`src/rtl/clk_lock_supervisor.sv`:
```
// Lock supervisor for a clocking wizard: drives the wizard reset, qualifies lock
// over a stability window and re-resets the wizard on timeout, lock loss or input stop.
module clk_lock_supervisor #(
  parameter int SYNC_STAGES  = 2,
  parameter int RESET_CYCLES = 200,
  parameter int LOCK_TIMEOUT = 65536,
  parameter int LOCK_STABLE  = 64
) (
  input  logic       clk_in1,
  input  logic       reset,
  input  logic       locked,
  input  logic       input_clk_stopped,
  output logic       mmcm_reset,
  output logic       rst_out,
  output logic       ready,
  output logic       lock_lost,
  output logic [7:0] retry_count,
  output logic [1:0] state
);

  localparam int MAX_A = (RESET_CYCLES > LOCK_TIMEOUT) ? RESET_CYCLES : LOCK_TIMEOUT;
  localparam int MAX_V = (MAX_A > LOCK_STABLE) ? MAX_A : LOCK_STABLE;
  localparam int TW    = $clog2(MAX_V + 1);

  localparam logic [TW-1:0] RST_LAST = TW'(RESET_CYCLES - 1);
  localparam logic [TW-1:0] TO_LAST  = TW'(LOCK_TIMEOUT - 1);
  localparam logic [TW-1:0] STB_LAST = TW'(LOCK_STABLE - 1);

  typedef enum logic [1:0] {
    S_RESET     = 2'd0,
    S_WAIT_LOCK = 2'd1,
    S_STABLE    = 2'd2,
    S_RUN       = 2'd3
  } state_t;

  state_t                 r_state;
  state_t                 w_next;
  logic [TW-1:0]          r_timer;
  logic [TW-1:0]          w_timer_next;
  logic [SYNC_STAGES-1:0] r_lk_sync;
  logic [SYNC_STAGES-1:0] r_stp_sync;
  logic                   w_lk_s;
  logic                   w_stp_s;
  logic                   w_retry;
  logic                   r_mmcm_reset;
  logic                   r_rst_out;
  logic                   r_ready;
  logic                   r_lock_lost;
  logic [7:0]             r_retry_count;

  assign w_lk_s  = r_lk_sync[SYNC_STAGES-1];
  assign w_stp_s = r_stp_sync[SYNC_STAGES-1];

  always_comb begin
    w_next       = r_state;
    w_timer_next = r_timer + 1'b1;
    case (r_state)
      S_RESET: begin
        // A stopped input clock keeps the wizard in reset for a full window after it resumes
        if (w_stp_s)                   w_timer_next = '0;
        else if (r_timer == RST_LAST)  w_next = S_WAIT_LOCK;
      end
      S_WAIT_LOCK: begin
        if (w_stp_s)                   w_next = S_RESET;
        else if (w_lk_s)               w_next = S_STABLE;
        else if (r_timer == TO_LAST)   w_next = S_RESET;
      end
      S_STABLE: begin
        if (w_stp_s)                   w_next = S_RESET;
        else if (!w_lk_s)              w_next = S_WAIT_LOCK;
        else if (r_timer == STB_LAST)  w_next = S_RUN;
      end
      S_RUN: begin
        w_timer_next = '0;
        if (!w_lk_s || w_stp_s)        w_next = S_RESET;
      end
      default: w_next = S_RESET;
    endcase
    if (w_next != r_state) w_timer_next = '0;
  end

  // Every entry into RESET from another state is a wizard re-reset
  assign w_retry = (w_next == S_RESET) && (r_state != S_RESET);

  always_ff @(posedge clk_in1 or posedge reset) begin
    if (reset) begin
      r_state       <= S_RESET;
      r_timer       <= '0;
      r_lk_sync     <= '0;
      r_stp_sync    <= '0;
      r_mmcm_reset  <= 1'b1;
      r_rst_out     <= 1'b1;
      r_ready       <= 1'b0;
      r_lock_lost   <= 1'b0;
      r_retry_count <= 8'd0;
    end else begin
      r_state       <= w_next;
      r_timer       <= w_timer_next;
      r_lk_sync     <= {r_lk_sync[SYNC_STAGES-2:0], locked};
      r_stp_sync    <= {r_stp_sync[SYNC_STAGES-2:0], input_clk_stopped};
      r_mmcm_reset  <= (w_next == S_RESET);
      r_rst_out     <= (w_next != S_RUN);
      r_ready       <= (w_next == S_RUN);
      r_lock_lost   <= (r_state == S_RUN) && (w_next == S_RESET);
      if (w_retry && (r_retry_count != 8'hFF))
        r_retry_count <= r_retry_count + 8'd1;
    end
  end

  assign mmcm_reset  = r_mmcm_reset;
  assign rst_out     = r_rst_out;
  assign ready       = r_ready;
  assign lock_lost   = r_lock_lost;
  assign retry_count = r_retry_count;
  assign state       = r_state;

endmodule
```
`config.mk`:
```
export PLATFORM = sky130hd
export DESIGN_NAME = clk_lock_supervisor
export DESIGN_NICKNAME = d
export VERILOG_FILES = /design/src/rtl/clk_lock_supervisor.sv
export SDC_FILE = /design/constraint.sdc
export NUM_CORES = 1
export LEC_CHECK = 0
export CAP_MARGIN = 20
export CORE_ASPECT_RATIO = 1.1
export CORE_MARGIN = 3
export CORE_UTILIZATION = 30
export DETAILED_ROUTE_END_ITERATION = 6
export PLACE_DENSITY_LB_ADDON = 0.05
export SLEW_MARGIN = 25
export SYNTH_ARGS = -nofsm -noshare
export SYNTH_HDL_FRONTEND = slang
export SYNTH_SLANG_ARGS = --single-unit
```
`constraint.sdc`:
```
create_clock -name clk_in1 -period 8.7 [get_ports clk_in1]
set_input_delay 1.305 -clock clk_in1 [delete_from_list [all_inputs] [get_ports clk_in1]]
set_output_delay 1.305 -clock clk_in1 [all_outputs]
set_load 0.005 [all_outputs]
```
## Word-level counts from Yosys, hierarchy flattened

Index checks and enable logic that the tools add are counted.

| cells by class | value |
|---|---|
| reduce and logical (&&, ||, !) cells | 8 |
| equal/unequal tests | 10 |
| multiplexer cells | 13 |
| add/sub/neg operators | 2 |

Operator list:

| cell | number |
|---|---|
| 17-bit two-way mux | 2 |
| 17-bit one-hot mux with 2 select lines | 1 |
| 2-bit two-way mux | 9 |
| 17-bit by 1-bit adder with 17-bit output, second input constant | 1 |
| 17-bit by 16-bit equality test with 1-bit output, second input constant | 1 |
| 17-bit by 6-bit equality test with 1-bit output, second input constant | 1 |
| 17-bit by 8-bit equality test with 1-bit output, second input constant | 1 |
| 8-bit by 1-bit adder with 8-bit output, second input constant | 1 |
| 8-bit != test, second input constant | 1 |
| 2-bit one-hot mux with 4 select lines | 1 |
| 2-bit equality test, second input constant | 3 |
| 2-bit zero test | 2 |
| 1-bit logical AND | 3 |
| 2-bit by 1-bit equality test with 1-bit output, second input constant | 1 |
| 2-bit != test | 1 |
| 2-bit != test, second input constant | 1 |
| 2-bit nonzero test | 1 |
| 1-bit zero test | 1 |
| 1-bit logical OR | 1 |

| storage, ports and cells | value |
|---|---|
| register bits after elaboration | 35 |
| input bits | 4 |
| logic and storage cells | 42 |

## Depth between registers and ports, before layout

| depth | value |
|---|---|
| word-level depth | 8 |
| mapped depth | 12 |
| gate-level depth less buffers | 11 |

## Worst setup path before layout

OpenSTA, ideal clock, no wires.

| path | value |
|---|---|
| path type | register to register |
| from | register r_timer[8] |
| to | register r_timer[10] |
| buffers on the path | 1 |
| setup slack | 5.858 ns |
| stages on the path, launching flop included | 13 |
| data arrival time | 2.724 ns |
| cell sequence | dfrtp_1 > and4_1 > and4_1 > and3_1 > and3_1 > ha_1 > nand3b_1 > a211oi_1 > o22ai_1 > xnor2_1 > o21ai_2 > buf_4 > nor2_1 |

| on the way | value |
|---|---|
| cells in the longest elaborated chain, start to end | 7 |
| elaborated cells between the ends (all ways) | 17 |
| classes of those cells | add/sub: 1; eq/ne: 4; mux: 12 |

RTL lines:

| item | RTL line | RTL |
|---|---|---|
| from (decl) | 38 | `logic [TW-1:0] r_timer;` |
| from (signal assigned) | 98 | `r_timer <= w_timer_next;` |
| branches (longest 6 deep; another with 17-bit by 1-bit adder with 17-bit output) | - |  |
| 17-bit two-way mux (*) | 79 | `if (w_next != r_state) w_timer_next = '0;` |
| net w_timer_next[10] | 39 | `logic [TW-1:0] w_timer_next;` |

Mark *: on every way through the listed nets, which the timed path passes.
A chain may end at the register's enable or synchronous reset.

## Worst setup path after layout

| path | value |
|---|---|
| from | register r_timer[8] |
| to | register r_timer[5] |

| on the way | value |
|---|---|
| cells in the longest elaborated chain, start to end | 7 |
| elaborated cells between the ends (all ways) | 14 |
| classes of those cells | eq/ne: 4; mux: 10 |

RTL lines:

| item | RTL line | RTL |
|---|---|---|
| 17-bit by 6-bit equality test with 1-bit output or 17-bit by 16-bit equality test with 1-bit output (tied branches) | 71, 66 |  |
| 2-bit two-way mux (on tied branches) | 71, 66 |  |
| 2-bit two-way mux (on tied branches) | 70, 65 |  |
| 2-bit two-way mux (on tied branches) | 69, 64 |  |
| 2-bit one-hot mux with 4 select lines (*) | 57 | `case (r_state)` |
| 2-bit != test (*) | 79 |  |
| 17-bit two-way mux (*) | 79 |  |
| net w_timer_next[5] | 39 |  |

Mark *: on every way through the listed nets, which the timed path passes. The rest lies on a longest branch.

==> flow_metrics.tcl <==
set metrics [dict create \
    status "complete, no violations" \
    start_util_pct 32.28 \
    setup_slack_ns 5.444 \
    row_count 28 \
    grt_start_max_net_pins 36 \
    core_mm2 0.005570 \
    cp_data_required_time_ns 8.84 \
    leakage_uw 0.0008814 \
    htree_levels 2 \
    dp.cells 267 \
    dp_worst_setup_slack_ns 5.417 \
    synthAdderAreaFrac_pct 4.871 \
    cts_tree "done" \
    die_h_um 87.20 \
    rsz0062_at_grt "false" \
    final.setup.tns_ns 0 \
    clk-insertion-delay-late_ns 0.28 \
    avgSynthCellArea_um2 10.16 \
    synth_top_family_by_area "simple AND/OR/NAND/NOR gates" \
    hold_viol 0 \
    numClockSinks 35 \
    synth_warnings 0 \
    gp_congestion 0.7809 \
    synth_xor_area_share_pct 10.23 \
    power.density_mw_per_mm2 135.6 \
    antenna_left 0 \
    muxShareOfSynthArea_pct 0.6263 \
    worst_setup_path_start_kind "flop" \
    hold_path.class "reg -> reg" \
    whs_ns 0.3529 \
    vias 1327 \
    antenna_found_initial 0 \
    critPathMaxFanout 17 \
    fin_skew_ns 0.004944 \
    crit_path_end_kind "flop" \
    yosysUniqueCellTypes 41 \
    avgViaCountPerCell 4.825 \
    grt-ovfl-total 0 \
    drt_iter0_drc 47 \
    io_buffers 17 \
    clkTransAtPathRegs_ns 0.07 \
    post-route-period-util_pct 37.42 \
    track_usage_pct 11.22 \
    drt_pass1_iterations 4 \
    drv_slew 0 \
    clockBufferDepth 2 \
    stdcell_count 275 \
    ir_drop_mv 0.07442 \
    max_freq_ghz 0.3071 \
    setup-violations-final 0 \
    cts_root_buf "clkbuf_8" \
    grt_first_pass_wirelength_mm 6.127 \
    syn_area_mm2 0.001798 \
    cts-buffers-inserted 5 \
    grt_pass1_vias 1396 \
    drc 0 \
    slew-limit-headroom_pct 52.14 \
    synthToLayoutAreaGrowth_pct 18.30 \
    yosysSeqAreaShare_pct 48.85 \
    drv_cap 0 \
    synth-compound-area-share_pct 6.333 \
    die_w_um 79.82 \
    hpwlAfterDp_mm 2.495 \
    drive_gt1_share_pct 7.000 \
    ys_seq_elements 35 \
    layout.nets 210 \
    crit_type "reg -> reg" \
    wl_per_cell_um 12.68 \
    synth-simple-area-share_pct 26.17 \
    worst_slew_pin_slew_ns 0.7179 \
    fin_crit_ns 3.256 \
    io-pin-count 18 \
    syn_inst 177 \
    cts_resized 0 \
    design.die.area_mm2 0.006959 \
    cts_setup_buffers 0 \
    diodes 0 \
    cts_hold_buf 0 \
    syn_nets 188 \
    wl_mm 3.487 \
    arrival_ns 3.39 \
]
[report_power, final]
part,internal (uW),switching (uW)
Combinational,3.10,6.11
Sequential,165,1.78
Clock,56.9,55.8
Total,225,63.7
[synth_stat cells, drive strengths merged]
cell    count  area [um2]
dfstp       2       52.55
o21ai       4       23.77
mux2        1       11.26
nand2b      3       26.27
o41a        1       11.26
nor3        4       20.02
or3b        1       8.760
nor3b       4       30.03
inv         8       30.03
nor4b       2       17.52
xor2       10       87.58
nand2      16       62.56
clkbuf      1       3.750
o22ai       1       6.260
nand4       6       37.54
or4         1       11.26
a21boi      1       7.510
nand3      11       67.57
a41oi       1       8.760
dfrtp      33       825.8
nor2       23       86.33
and2        3       18.77
and4        3       26.28
nor2b       2       12.51
a211oi      1       7.510
a22oi       1       7.510
nand3b      1       7.510
ha          7       87.58
xnor2      11       96.34
and3        3       18.77
a21oi       2       10.01
buf         2       18.77
a31oi       3       18.77
nor4        3       18.77
o31ai       1       12.51
[layout by cell type, fill, tap and decap left out, types with 3 or more instances in the layout]
master	n
a31oi_1	3
and2_1	3
and3_1	3
and4_1	3
clkbuf_1	3
clkbuf_8	5
clkdlybuf4s50_1	17
dfrtp_1	33
ha_1	7
inv_1	8
nand2_1	15
nand3_1	10
nand4_1	6
nor2_1	23
nor3_1	4
nor3b_1	4
nor4_1	3
xnor2_1	11
xor2_1	10
[routing by layer]
metal,global-route usage [%],wire length [um]
met1,12.82,1627
met2,19.59,1690
met3,3.106,126
met4,4.762,43
met5,0,0
[critical path: stages, from the launching register on]
cell      delay (ns)
dfrtp_1         0.42
and4_1          0.25
and4_1          0.23
and3_1          0.19
and3_1          0.18
ha_1            0.18
nand3b_1        0.15
a211oi_1        0.47
o22ai_1         0.18
xnor2_1         0.16
o21ai_2         0.57
nor2_1          0.13
[through the flow]
stage               power, uW  util [%]  area (um2)
CTS                     294.5     38.19        2127
global route            303.3     38.19        2127
detailed placement      179.4     36.75        2047
finish                  288.5     38.19        2127
floorplan               175.5         -        1798
global placement        179.1     36.75        2047
[flip-flops by register name (all words and copies together) (netlist names)]
name	count
state	2
r_stp_sync	2
r_lk_sync	2
lock_lost	1
ready	1
rst_out	1
retry_count	8
mmcm_reset	1
r_timer	17
[final timing paths]
path / start / cells after the start / endpoint / slack [ns]
max: r_timer[8] / 11 / r_timer[5] / 5.44
min: r_stp_sync[0] / 0 / r_stp_sync[1] / 0.35
max reg2reg: r_timer[8] / 11 / r_timer[5] / 5.44
min reg2reg: r_stp_sync[0] / 0 / r_stp_sync[1] / 0.35
max in group asynchronous: reset / 3 / mmcm_reset / 6.93
min in group asynchronous: reset / 3 / r_timer[1] / 1.42
[cell type report]
class	count	area (um2)
Clock buffer	8	80.08
Inverter	8	30.03
Sequential cell	35	878.3
Timing Repair Buffer	18	177.7
Multi-Input combinational cell	131	867.1
Tap cell	75	93.84
Fill cell	554	3443
[kinds of logic (layout without fill, tap and decap cells)]
kind of cell / Yosys count / in the layout
simple gates: 86 / 86
flops: 35 / 35
xor+xnor: 21 / 21
compound gates: 16 / 16
buf+inv: 11 / 34
fa+ha+maj: 7 / 7
mux: 1 / 1
No activity file was read; power rests on OpenSTA's default activity.
